File: src/rtl/car_pkg.sv
// Shared constants, fixed-point widths, FSM states and heading helper for the car motion engine.
// Pure definitions; no timing or flow control of its own.
package car_pkg;

  localparam int HEADING_STEPS = 24;
  localparam int DEG_PER_STEP  = 15;
  localparam int HEAD_W        = 5;

  localparam int POS_FRAC = 4;
  localparam int POS_W    = 14;
  localparam int SPEED_W  = 7;
  localparam int TRIG_W   = 8;

  typedef enum logic [2:0] {
    IDLE,
    STEER,
    MOVE,
    PROBE,
    WAIT,
    COMMIT
  } car_state_t;

  typedef logic [HEAD_W-1:0] heading_t;

  // ccw decrements, cw increments, both or neither hold; wraps 0 <-> 23.
  function automatic heading_t heading_step(input heading_t h, input logic ccw, input logic cw);
    heading_t r;
    r = h;
    if (ccw && !cw)
      r = (h == '0) ? HEAD_W'(HEADING_STEPS - 1) : h - HEAD_W'(1);
    else if (cw && !ccw)
      r = (h == HEAD_W'(HEADING_STEPS - 1)) ? '0 : h + HEAD_W'(1);
    return r;
  endfunction

endpackage

File: src/rtl/car_kinematics_trig_lut.sv
// Combinational 24-entry sin/cos table (signed Q1.7, +/-127) in 15-degree steps, heading 0 = north.
// Zero latency, no backpressure.
module trig_lut
  import car_pkg::*;
(
  input  logic [HEAD_W-1:0]        heading,
  output logic signed [TRIG_W-1:0] sin_q,
  output logic signed [TRIG_W-1:0] cos_q
);

  function automatic logic signed [TRIG_W-1:0] sin_entry(input logic [HEAD_W-1:0] h);
    case (h)
      5'd0:    return  8'sd0;
      5'd1:    return  8'sd33;
      5'd2:    return  8'sd64;
      5'd3:    return  8'sd90;
      5'd4:    return  8'sd110;
      5'd5:    return  8'sd123;
      5'd6:    return  8'sd127;
      5'd7:    return  8'sd123;
      5'd8:    return  8'sd110;
      5'd9:    return  8'sd90;
      5'd10:   return  8'sd64;
      5'd11:   return  8'sd33;
      5'd12:   return  8'sd0;
      5'd13:   return -8'sd33;
      5'd14:   return -8'sd64;
      5'd15:   return -8'sd90;
      5'd16:   return -8'sd110;
      5'd17:   return -8'sd123;
      5'd18:   return -8'sd127;
      5'd19:   return -8'sd123;
      5'd20:   return -8'sd110;
      5'd21:   return -8'sd90;
      5'd22:   return -8'sd64;
      5'd23:   return -8'sd33;
      default: return  8'sd0;
    endcase
  endfunction

  logic [HEAD_W-1:0] cos_idx;

  // cos(h) = sin(h + 90 deg), i.e. six steps ahead modulo 24.
  always_comb begin
    cos_idx = (heading >= HEAD_W'(HEADING_STEPS - 6)) ? heading - HEAD_W'(HEADING_STEPS - 6)
                                                       : heading + HEAD_W'(6);
    sin_q   = sin_entry(heading);
    cos_q   = sin_entry(cos_idx);
  end

endmodule

File: src/rtl/car_kinematics.sv
// Per-player motion engine: steer, move, probe terrain, commit once per frame_tick; 5 cycles tick->update_done.
// No backpressure: frame_tick is accepted only in IDLE, ticks arriving mid-sequence are dropped.
module car_kinematics
  import car_pkg::*;
#(
  parameter int         START_X       = 40,
  parameter int         START_Y       = 40,
  parameter int         START_HEADING = 0,
  parameter int         MAX_SPEED     = 16,
  parameter int         ACCEL         = 1,
  parameter int         FRICTION      = 1,
  parameter int         MAP_WIDTH     = 320,
  parameter int         MAP_HEIGHT    = 240,
  parameter logic [3:0] BLOCK_INDEX   = 4'd0
) (
  input  logic        clk,
  input  logic        rst,
  input  logic        frame_tick,
  input  logic        btn_gas,
  input  logic        btn_brake,
  input  logic        btn_left,
  input  logic        btn_right,
  output logic [16:0] map_addr,
  input  logic [3:0]  map_data,
  output logic [9:0]  world_x,
  output logic [9:0]  world_y,
  output logic [8:0]  degree,
  output logic        update_done
);

  localparam int SW1    = SPEED_W + 1;
  localparam int PROD_W = SPEED_W + TRIG_W;
  localparam int INT_W  = POS_W - POS_FRAC;

  localparam logic [POS_W-1:0]    RST_POS_X = POS_W'(START_X * (1 << POS_FRAC));
  localparam logic [POS_W-1:0]    RST_POS_Y = POS_W'(START_Y * (1 << POS_FRAC));
  localparam heading_t            RST_HEAD  = HEAD_W'(START_HEADING);
  localparam logic [8:0]          RST_DEG   = 9'(START_HEADING * DEG_PER_STEP);
  localparam logic signed [SW1-1:0] SPD_HI   = SW1'(MAX_SPEED);
  localparam logic signed [SW1-1:0] SPD_LO   = SW1'(-(MAX_SPEED / 2));
  localparam logic signed [SW1-1:0] SPD_ACC  = SW1'(ACCEL);
  localparam logic signed [SW1-1:0] SPD_FRC  = SW1'(FRICTION);
  localparam logic signed [SW1-1:0] SPD_NFRC = SW1'(-FRICTION);
  localparam logic [16:0]         MAP_W17   = 17'(MAP_WIDTH);

  car_state_t                 state;
  logic [POS_W-1:0]           pos_x, pos_y;
  heading_t                   heading;
  logic signed [SPEED_W-1:0]  speed;
  logic signed [POS_W:0]      cand_x, cand_y;
  logic                       rejected;

  logic signed [TRIG_W-1:0]   sin_q, cos_q, neg_cos;
  logic signed [PROD_W-1:0]   prod_x, prod_y;
  logic signed [POS_W:0]      dx, dy, pos_sx, pos_sy;
  logic signed [SW1-1:0]      spd_ext, spd_sum;
  logic signed [SPEED_W-1:0]  speed_nxt;
  logic [INT_W-1:0]           cx_int, cy_int;
  logic                       oob;

  trig_lut u_trig (
    .heading (heading),
    .sin_q   (sin_q),
    .cos_q   (cos_q)
  );

  always_comb begin
    spd_ext   = {speed[SPEED_W-1], speed};
    spd_sum   = spd_ext;
    speed_nxt = speed;
    case ({btn_gas, btn_brake})
      2'b10: begin
        spd_sum   = spd_ext + SPD_ACC;
        speed_nxt = (spd_sum > SPD_HI) ? SPD_HI[SPEED_W-1:0] : spd_sum[SPEED_W-1:0];
      end
      2'b01: begin
        spd_sum   = spd_ext - SPD_ACC;
        speed_nxt = (spd_sum < SPD_LO) ? SPD_LO[SPEED_W-1:0] : spd_sum[SPEED_W-1:0];
      end
      default: begin
        // Coasting decays toward zero and snaps to zero inside the friction band.
        if (spd_ext > SPD_FRC)
          spd_sum = spd_ext - SPD_FRC;
        else if (spd_ext < SPD_NFRC)
          spd_sum = spd_ext + SPD_FRC;
        else
          spd_sum = '0;
        speed_nxt = spd_sum[SPEED_W-1:0];
      end
    endcase
  end

  // Screen y grows downward, so forward motion uses -cos; both axes floor after the Q1.7 product.
  always_comb begin
    neg_cos = -cos_q;
    prod_x  = PROD_W'(speed) * PROD_W'(sin_q);
    prod_y  = PROD_W'(speed) * PROD_W'(neg_cos);
    dx      = prod_x >>> (TRIG_W - 1);
    dy      = prod_y >>> (TRIG_W - 1);
    pos_sx  = {1'b0, pos_x};
    pos_sy  = {1'b0, pos_y};
  end

  assign cx_int = cand_x[POS_W-1:POS_FRAC];
  assign cy_int = cand_y[POS_W-1:POS_FRAC];
  assign oob    = cand_x[POS_W] | cand_y[POS_W] |
                  (cx_int >= INT_W'(MAP_WIDTH)) | (cy_int >= INT_W'(MAP_HEIGHT));

  always_ff @(posedge clk or negedge rst) begin
    if (!rst) begin
      state       <= IDLE;
      pos_x       <= RST_POS_X;
      pos_y       <= RST_POS_Y;
      heading     <= RST_HEAD;
      speed       <= '0;
      cand_x      <= '0;
      cand_y      <= '0;
      rejected    <= 1'b0;
      map_addr    <= '0;
      update_done <= 1'b0;
      world_x     <= 10'(START_X);
      world_y     <= 10'(START_Y);
      degree      <= RST_DEG;
    end else begin
      update_done <= 1'b0;
      unique case (state)
        IDLE: begin
          if (frame_tick) begin
            rejected <= 1'b0;
            state    <= STEER;
          end
        end
        STEER: begin
          heading <= heading_step(heading, btn_left, btn_right);
          speed   <= speed_nxt;
          state   <= MOVE;
        end
        MOVE: begin
          cand_x <= pos_sx + dx;
          cand_y <= pos_sy + dy;
          state  <= PROBE;
        end
        PROBE: begin
          if (oob)
            rejected <= 1'b1;
          else
            map_addr <= {7'd0, cy_int} * MAP_W17 + {7'd0, cx_int};
          state <= WAIT;
        end
        WAIT: begin
          if (map_data == BLOCK_INDEX)
            rejected <= 1'b1;
          state <= COMMIT;
        end
        COMMIT: begin
          if (rejected) begin
            speed   <= '0;
            world_x <= pos_x[POS_W-1:POS_FRAC];
            world_y <= pos_y[POS_W-1:POS_FRAC];
          end else begin
            pos_x   <= cand_x[POS_W-1:0];
            pos_y   <= cand_y[POS_W-1:0];
            world_x <= cx_int;
            world_y <= cy_int;
          end
          degree      <= 9'(heading) * 9'(DEG_PER_STEP);
          update_done <= 1'b1;
          state       <= IDLE;
        end
        default: state <= IDLE;
      endcase
    end
  end

endmodule
File: config.mk
export PLATFORM = sky130hd
export DESIGN_NAME = car_kinematics
export DESIGN_NICKNAME = d
export VERILOG_FILES = /design/src/rtl/car_pkg.sv /design/src/rtl/car_kinematics_trig_lut.sv /design/src/rtl/car_kinematics.sv
export SDC_FILE = /design/constraint.sdc
export NUM_CORES = 1
export LEC_CHECK = 0
export CAP_MARGIN = 20
export CORE_UTILIZATION = 50
export DETAILED_ROUTE_END_ITERATION = 10
export PLACE_DENSITY = 0.71
export SYNTH_ARGS = -nofsm -noshare
export SYNTH_HDL_FRONTEND = slang
export SYNTH_SLANG_ARGS = --single-unit
File: constraint.sdc
create_clock -name clk -period 13.2 [get_ports clk]
set_input_delay 1.32 -clock clk [delete_from_list [all_inputs] [get_ports clk]]
set_output_delay 1.32 -clock clk [all_outputs]
set_load 0.01 [all_outputs]
After elaboration in Yosys (flattened, before gate mapping). Memory sizes are Yosys's and may differ from the RTL's. Cells that the tools add are included.

Bits of input ports: 11. Word-level logic and storage cells: 89. Bits in read-only memories: 512. Memories kept: 2. Output and inout bits: 47. Register bits after elaboration: 121.

Memories: (no name shown) (words 32, width 8, rd ports 1, clocked after memory_dff 0, wr ports 0, RTL line car_kinematics_trig_lut.sv:12) `case (h)`; (no name shown) (words 32, width 8, rd ports 1, clocked after memory_dff 0, wr ports 0, RTL line car_kinematics_trig_lut.sv:12).

Order comparisons: 7. Reduce and logical (&&, ||, !) cells: 15. Equality and inequality tests: 12. Multiplexer cells: 21. Bitwise logic cells: 5. Add/subtract/negate cells: 10. Multiply operators: 4.

Operators by type and width (count): $mux W7 (5); $add A15 B8 Y15 (2); $mul A7 B8 Y15 (2); $pmux W7 S2 (2); $mux W5 (5); $mux W10 (2); $add A17 B10 Y17 (1); $pmux W3 S5 (1); $mul A10 B3 Y11 const B (1); $ge A10 B8 Y1 const B (1); $ge A10 B9 Y1 const B (1); $mul A5 B4 Y9 const B (1); $add A7 B2 Y8 const B (1); $gt A8 B6 Y1 const B (1); $lt A8 B4 Y1 const B (1); $ne A2 B2 Y1 const B (4); $neg A8 Y8 (1); $reduce_and A2 Y1 (4); $sub A7 B2 Y8 const B (1); $gt A7 B2 Y1 const B (1); $lt A7 B1 Y1 const B (1); $eq A3 B2 Y1 const B (2); $eq A3 B3 Y1 const B (2); $add A5 B1 Y5 const B (1); 21 further kinds (30).

Depth between registers and ports, before layout. An unclocked memory read counts as a cell.

Depth in word-level cells: 6. Gate-level depth with buffers: 41. Mapped depth without buffers: 38.

Cells and area by module. Synthesis repeated with hierarchy kept, for this count alone.

Cells, all modules: 1366. Area, all modules: 12697.2 sq um.

Modules (own cells, without submodules): car_kinematics (cells each 1250, sequential area each 3037.9 sq um, instances 1, area each 11876.4 sq um); trig_lut (cells each 116, sequential area each 0.0 sq um, instances 1, area each 820.8 sq um).

Worst setup path after synthesis. OpenSTA, ideal clock, no wires.

Path type: flip-flop to flip-flop. From: register heading[2]. To: register cand_y[13]. Buffers on the path: 2. Data arrival time: 9.182 ns. Setup time: 0.133 ns. Required time: 13.067 ns. Slack: 3.885 ns. Stages on the path, launching flop included: 38. Clock period less this slack: 9.315 ns. Cell sequence: dfrtp_1 -> clkbuf_1 -> buf_2 -> inv_1 -> ha_1 -> and3_4 -> o311ai_2 -> o2111a_1 -> a311oi_2 -> nor4_4 -> ha_1 -> nand4_1 -> nor3_1 -> xor2_1 -> nand2_1 -> fa_1 -> inv_1 -> fa_1 -> [2 not listed] -> fa_1 -> inv_1 -> ha_1 -> nand2_1 -> or4_1 -> o211ai_1 -> xor2_1 -> ha_1 -> a21o_1 -> a21oi_1 -> o21bai_1 -> a21oi_1 -> o21bai_1 -> a21oi_1 -> o211ai_1 -> a31oi_1 -> xor2_1 -> o21ai_0.

Cells in the longest elaborated chain, start to end: 6. Elaborated cells between the ends (all ways): 8. Classes of those cells: add/sub (4); mul (1); order compare (1); mux (1); memory (1).

RTL lines: from (decl) (RTL line car_kinematics.sv:48) `heading_t heading;`; from (signal assigned) (RTL line car_kinematics.sv:134) `heading <= heading_step(heading, btn_left, btn_right);`; $add A5 B3 Y5, or another cell as far along (RTL line car_kinematics_trig_lut.sv:46) `: heading + HEAD_W'(6);`; $mux W5 (*) (RTL line car_kinematics_trig_lut.sv:45) `cos_idx = (heading >= HEAD_W'(HEADING_STEPS - 6)) ? heading - HEAD_W'(HEADING_STEPS - 6)`; $mem_v2 Z32 W8 (*); $neg A8 Y8 (*) (RTL line car_kinematics.sv:95) `neg_cos = -cos_q;`; $mul A7 B8 Y15 (*) (RTL line car_kinematics.sv:97) `prod_y = PROD_W'(speed) * PROD_W'(neg_cos);`; $add A15 B8 Y15 (*) (RTL line car_kinematics.sv:140) `cand_y <= pos_sy + dy;`; to (signal assigned) (RTL line car_kinematics.sv:140); to (decl) (RTL line car_kinematics.sv:50) `logic signed [POS_W:0] cand_x, cand_y;`.

Mark *: on every way between the ends. The rest lies on a longest branch, timed or not. A chain may end at the register's enable or synchronous reset.

Worst setup path in the final report.
From: register heading[3]. To: register cand_y[11].

The elaborated chain is that of the path after synthesis.

==> reports/metrics.csv <==
stage;metric;value;unit
status;status;finished clean;
sta;Final setup viols;0;
sta;Final Hold Viols;0;
sta;TNS Setup;0;ns
sta;final-report max-slew violation count;0;
synth;Synth Register Bits;121;
synth;Synth Warn #;0;
synth;Syn Nets;1611;
cts;root buffer cell;clkbuf_16;
synth;Avg Inst Size Synth;9.29;um^2
route;Remaining DRCs;0;
worst_hold_path;hold path start;cand_x[3];
setup_path;crit path max fanout;25;
cts;CTS tree;done;
synth;main flop type after synthesis;dfrtp_1;
setup_path;crit end category;register;
sta;period utilization;0.789;
setup_path;worst r2r path cells;35;
finish;Fillers;2172;
sta;Clock Skew;0.0157;ns
synth;synth unique cells;87;
route;final wirelength;27000;um
die;core area;24500;um^2
sta;Final min period;10.41;ns
cts;Worst-Skew Late Latency;0.43;ns
die;Site Rows;57;
route;via count;9512;
cts;CTS Hold Bufs;0;
die;DIE AREA;25900;um^2
worst_hold_path;Hold Crit Depth;2;
worst_hold_path;Worst Hold Endpoint;cand_x[3];
finish;layout cells sized above 1;0.0877;
cts;total CTS buffers;17;
flow_run;Max Cap Viol;0;
setup_path;CP max stage delay;0.93;ns
sta;Slew @ Worst Pin;0.936;ns
setup_path;Critical Path RT;13.48;ns
setup_path;gate family responsible for the most delay along the worst path;adder cells;
place;pre-CTS setup slack;2.77;ns
cts;htree depth;4;
global_route;vias in the first global route;9474;
setup_path;WP buf/inv;4;
route;Routed Antenna Nets;0;
die;Ports;58;
cts;setup repair bufs after CTS;0;
place;GP Congestion;0.864;
setup_path;Worst Path Arrival;10.69;ns
place;dpl hpwl;20400;um
route;routed len/inst;15.5;um
cts;CTS clk-pin slew, worst paths;0.06;ns
place;PortBufs;57;
die;die outline height;161;um
route;Vias/cell;5.47;
global_route;GRT Total Usage;0.217;
route;DR iter-0 viols;529;
setup_path;startpoint types;register;
die;die width;161;um
cts;clock sinks;121;
worst_hold_path;HP Class;reg2reg;
die;Starting Density;0.515;
synth;Syn Inst Count;1361;
finish;Layout Nets;1651;
sta;Max Clk Rate;0.0960;GHz
cts;clk buf depth;2;
setup_path;FF-to-FF Start;heading[3];
sta;Slew headroom;0.374;
setup_path;FF-to-FF setup slack;2.79;ns
route;DR pass1 iterations;5;
synth;FFs w/ async S/R, synth;1.00;
sta;final worst slack;2.79;ns
global_route;wire length of the first global-routing pass;45800;um
setup_path;Reg2Reg Capture Point;cand_y[11];
finish;Inserted Diodes;0;
setup_path;critical path class;reg2reg;
synth;Cell Area, Synth;12600;um^2
finish;Area growth syn-to-layout;11.7;%
global_route;gr ovfl total;0;
global_route;pin count of the biggest net entering global routing;74;
synth;sequential fraction of the synthesis area;0.240;
cts;Post-CTS Resized;0;
setup_path;slowest CP cell;dfrtp_1;
sta;RSZ-0062 raised after global routing;false;
synth;Post-synth EDFFs;0;
global_route;initial antenna violation count;0;
worst max-delay path by stage:
stage          startpoint    endpoint  slack [ns]  depth (start not counted)
2_1_floorplan  heading[2]  cand_y[13]        3.89                         37
3_3_place_gp   heading[3]  cand_y[13]        3.14                         35
3_5_place_dp   heading[3]  cand_y[11]        2.77                         35
4_1_cts        heading[3]  cand_y[11]        2.73                         35
5_1_grt        heading[3]  cand_y[11]        1.85                         35
6_report       heading[3]  cand_y[11]        2.79                         35
cell usage in the layout (no fill, tap or decap), types with 12 or more instances in the layout:
cell | Yosys | layout
mux2_2 | 42 | 42
ha_1 | 141 | 141
nand2_1 | 146 | 146
xor2_1 | 29 | 29
xnor2_1 | 52 | 52
dfrtp_1 | 113 | 113
nor2b_1 | 15 | 15
nand3_1 | 18 | 17
and2_1 | 33 | 33
mux2i_1 | 28 | 28
clkbuf_16 | 0 | 17
buf_4 | 0 | 12
o21ai_0 | 91 | 91
a21oi_1 | 57 | 57
inv_1 | 157 | 157
clkdlybuf4s50_1 | 0 | 56
nor2_1 | 82 | 81
fa_1 | 98 | 98
nor3_1 | 14 | 14
a21o_1 | 19 | 19
nand2b_1 | 24 | 24
cells by family after synthesis:
logic type,Yosys count,share of synthesized area
multiplexers,70,0.0596
adder cells (fa/ha/maj),242,0.297
XOR/XNOR,84,0.0609
AO/OA/AOI/OAI,266,0.139
AND/OR/NAND/NOR,372,0.141
buffers and inverters,206,0.0618
flip-flops,121,0.240
cells in the mapped netlist, types with 3 or more instances:
cell type	instances	area [um^2]
xor2_1	29	254
o21ai_1	3	15.0
nand4_1	6	37.5
xnor2_1	52	455
and3_1	8	50.1
clkbuf_1	37	139
nand2b_1	24	150
or3_1	5	31.3
o32ai_1	3	26.3
fa_1	98	1960
nor2_1	82	308
a31oi_1	11	68.8
o311ai_0	3	26.3
nor3_1	14	70.1
and2_1	33	206
inv_1	157	589
o211ai_1	7	52.6
o22ai_1	3	18.8
a21o_1	19	143
maj3_1	3	30.0
a21oi_1	57	285
nand3_1	18	90.1
o221ai_1	3	26.3
o21ai_0	91	455
nand2_1	146	548
a211oi_1	10	75.1
o31ai_1	7	52.6
or2_2	3	18.8
buf_1	4	15.0
or4_1	3	22.5
dfrtp_1	113	2830
mux2i_1	28	280
mux2_2	42	473
ha_1	141	1760
buf_2	6	30.0
dfstp_2	8	210
nor2b_1	15	93.8
o21bai_1	10	75.1
per-layer routing:
metal / vias to the layer above / wire (um) / GRT usage / share of wire
met3: 36 / 1010 / 0.0293 / 0.037
met2: 192 / 12900 / 0.368 / 0.48
met5: - / 0 / 0 / 0
li1: 4672 / - / - / -
met4: 0 / 564 / 0.0613 / 0.021
met1: 4612 / 12500 / 0.290 / 0.46
per-stage QoR:
stage	cell area (um^2)	hold slack, ns	cells	utilization
after floorplan	12600	0.444	1361	-
after global placement	13500	0.454	1706	0.551
after detailed placement	13500	0.464	1706	0.551
after CTS	14100	0.477	1738	0.575
after global routing	14100	0.505	1738	0.575
final	14100	0.472	1738	0.575
area by class of cell:
type	count	area, um^2	share of cell area
Clock buffer	18	439	0.0311
Clock inverter	14	161	0.0114
Inverter	159	597	0.0423
Multi-Input combinational cell	1034	8830	0.625
Sequential cell	121	3040	0.215
Tap cell	324	405	0.0287
Timing Repair Buffer	68	651	0.0461
tightest hold or removal path: stages (launching register included):
cell and delay [ns]:
dfrtp_1 0.33, nand2_1 0.05, o21ai_0 0.06
sequential cells by signal, indices dropped and copies added, names as in the netlist:
signal	count
pos_x	14
degree	9
speed	7
state	3
cand_x	15
world_y	10
pos_y	14
world_x	10
update_done	1
map_addr	17
rejected	1
cand_y	15
heading	5
Power is left out: the tool's default activity adds up to more than one toggle a clock period on the data nets, which glitch-free logic cannot reach.
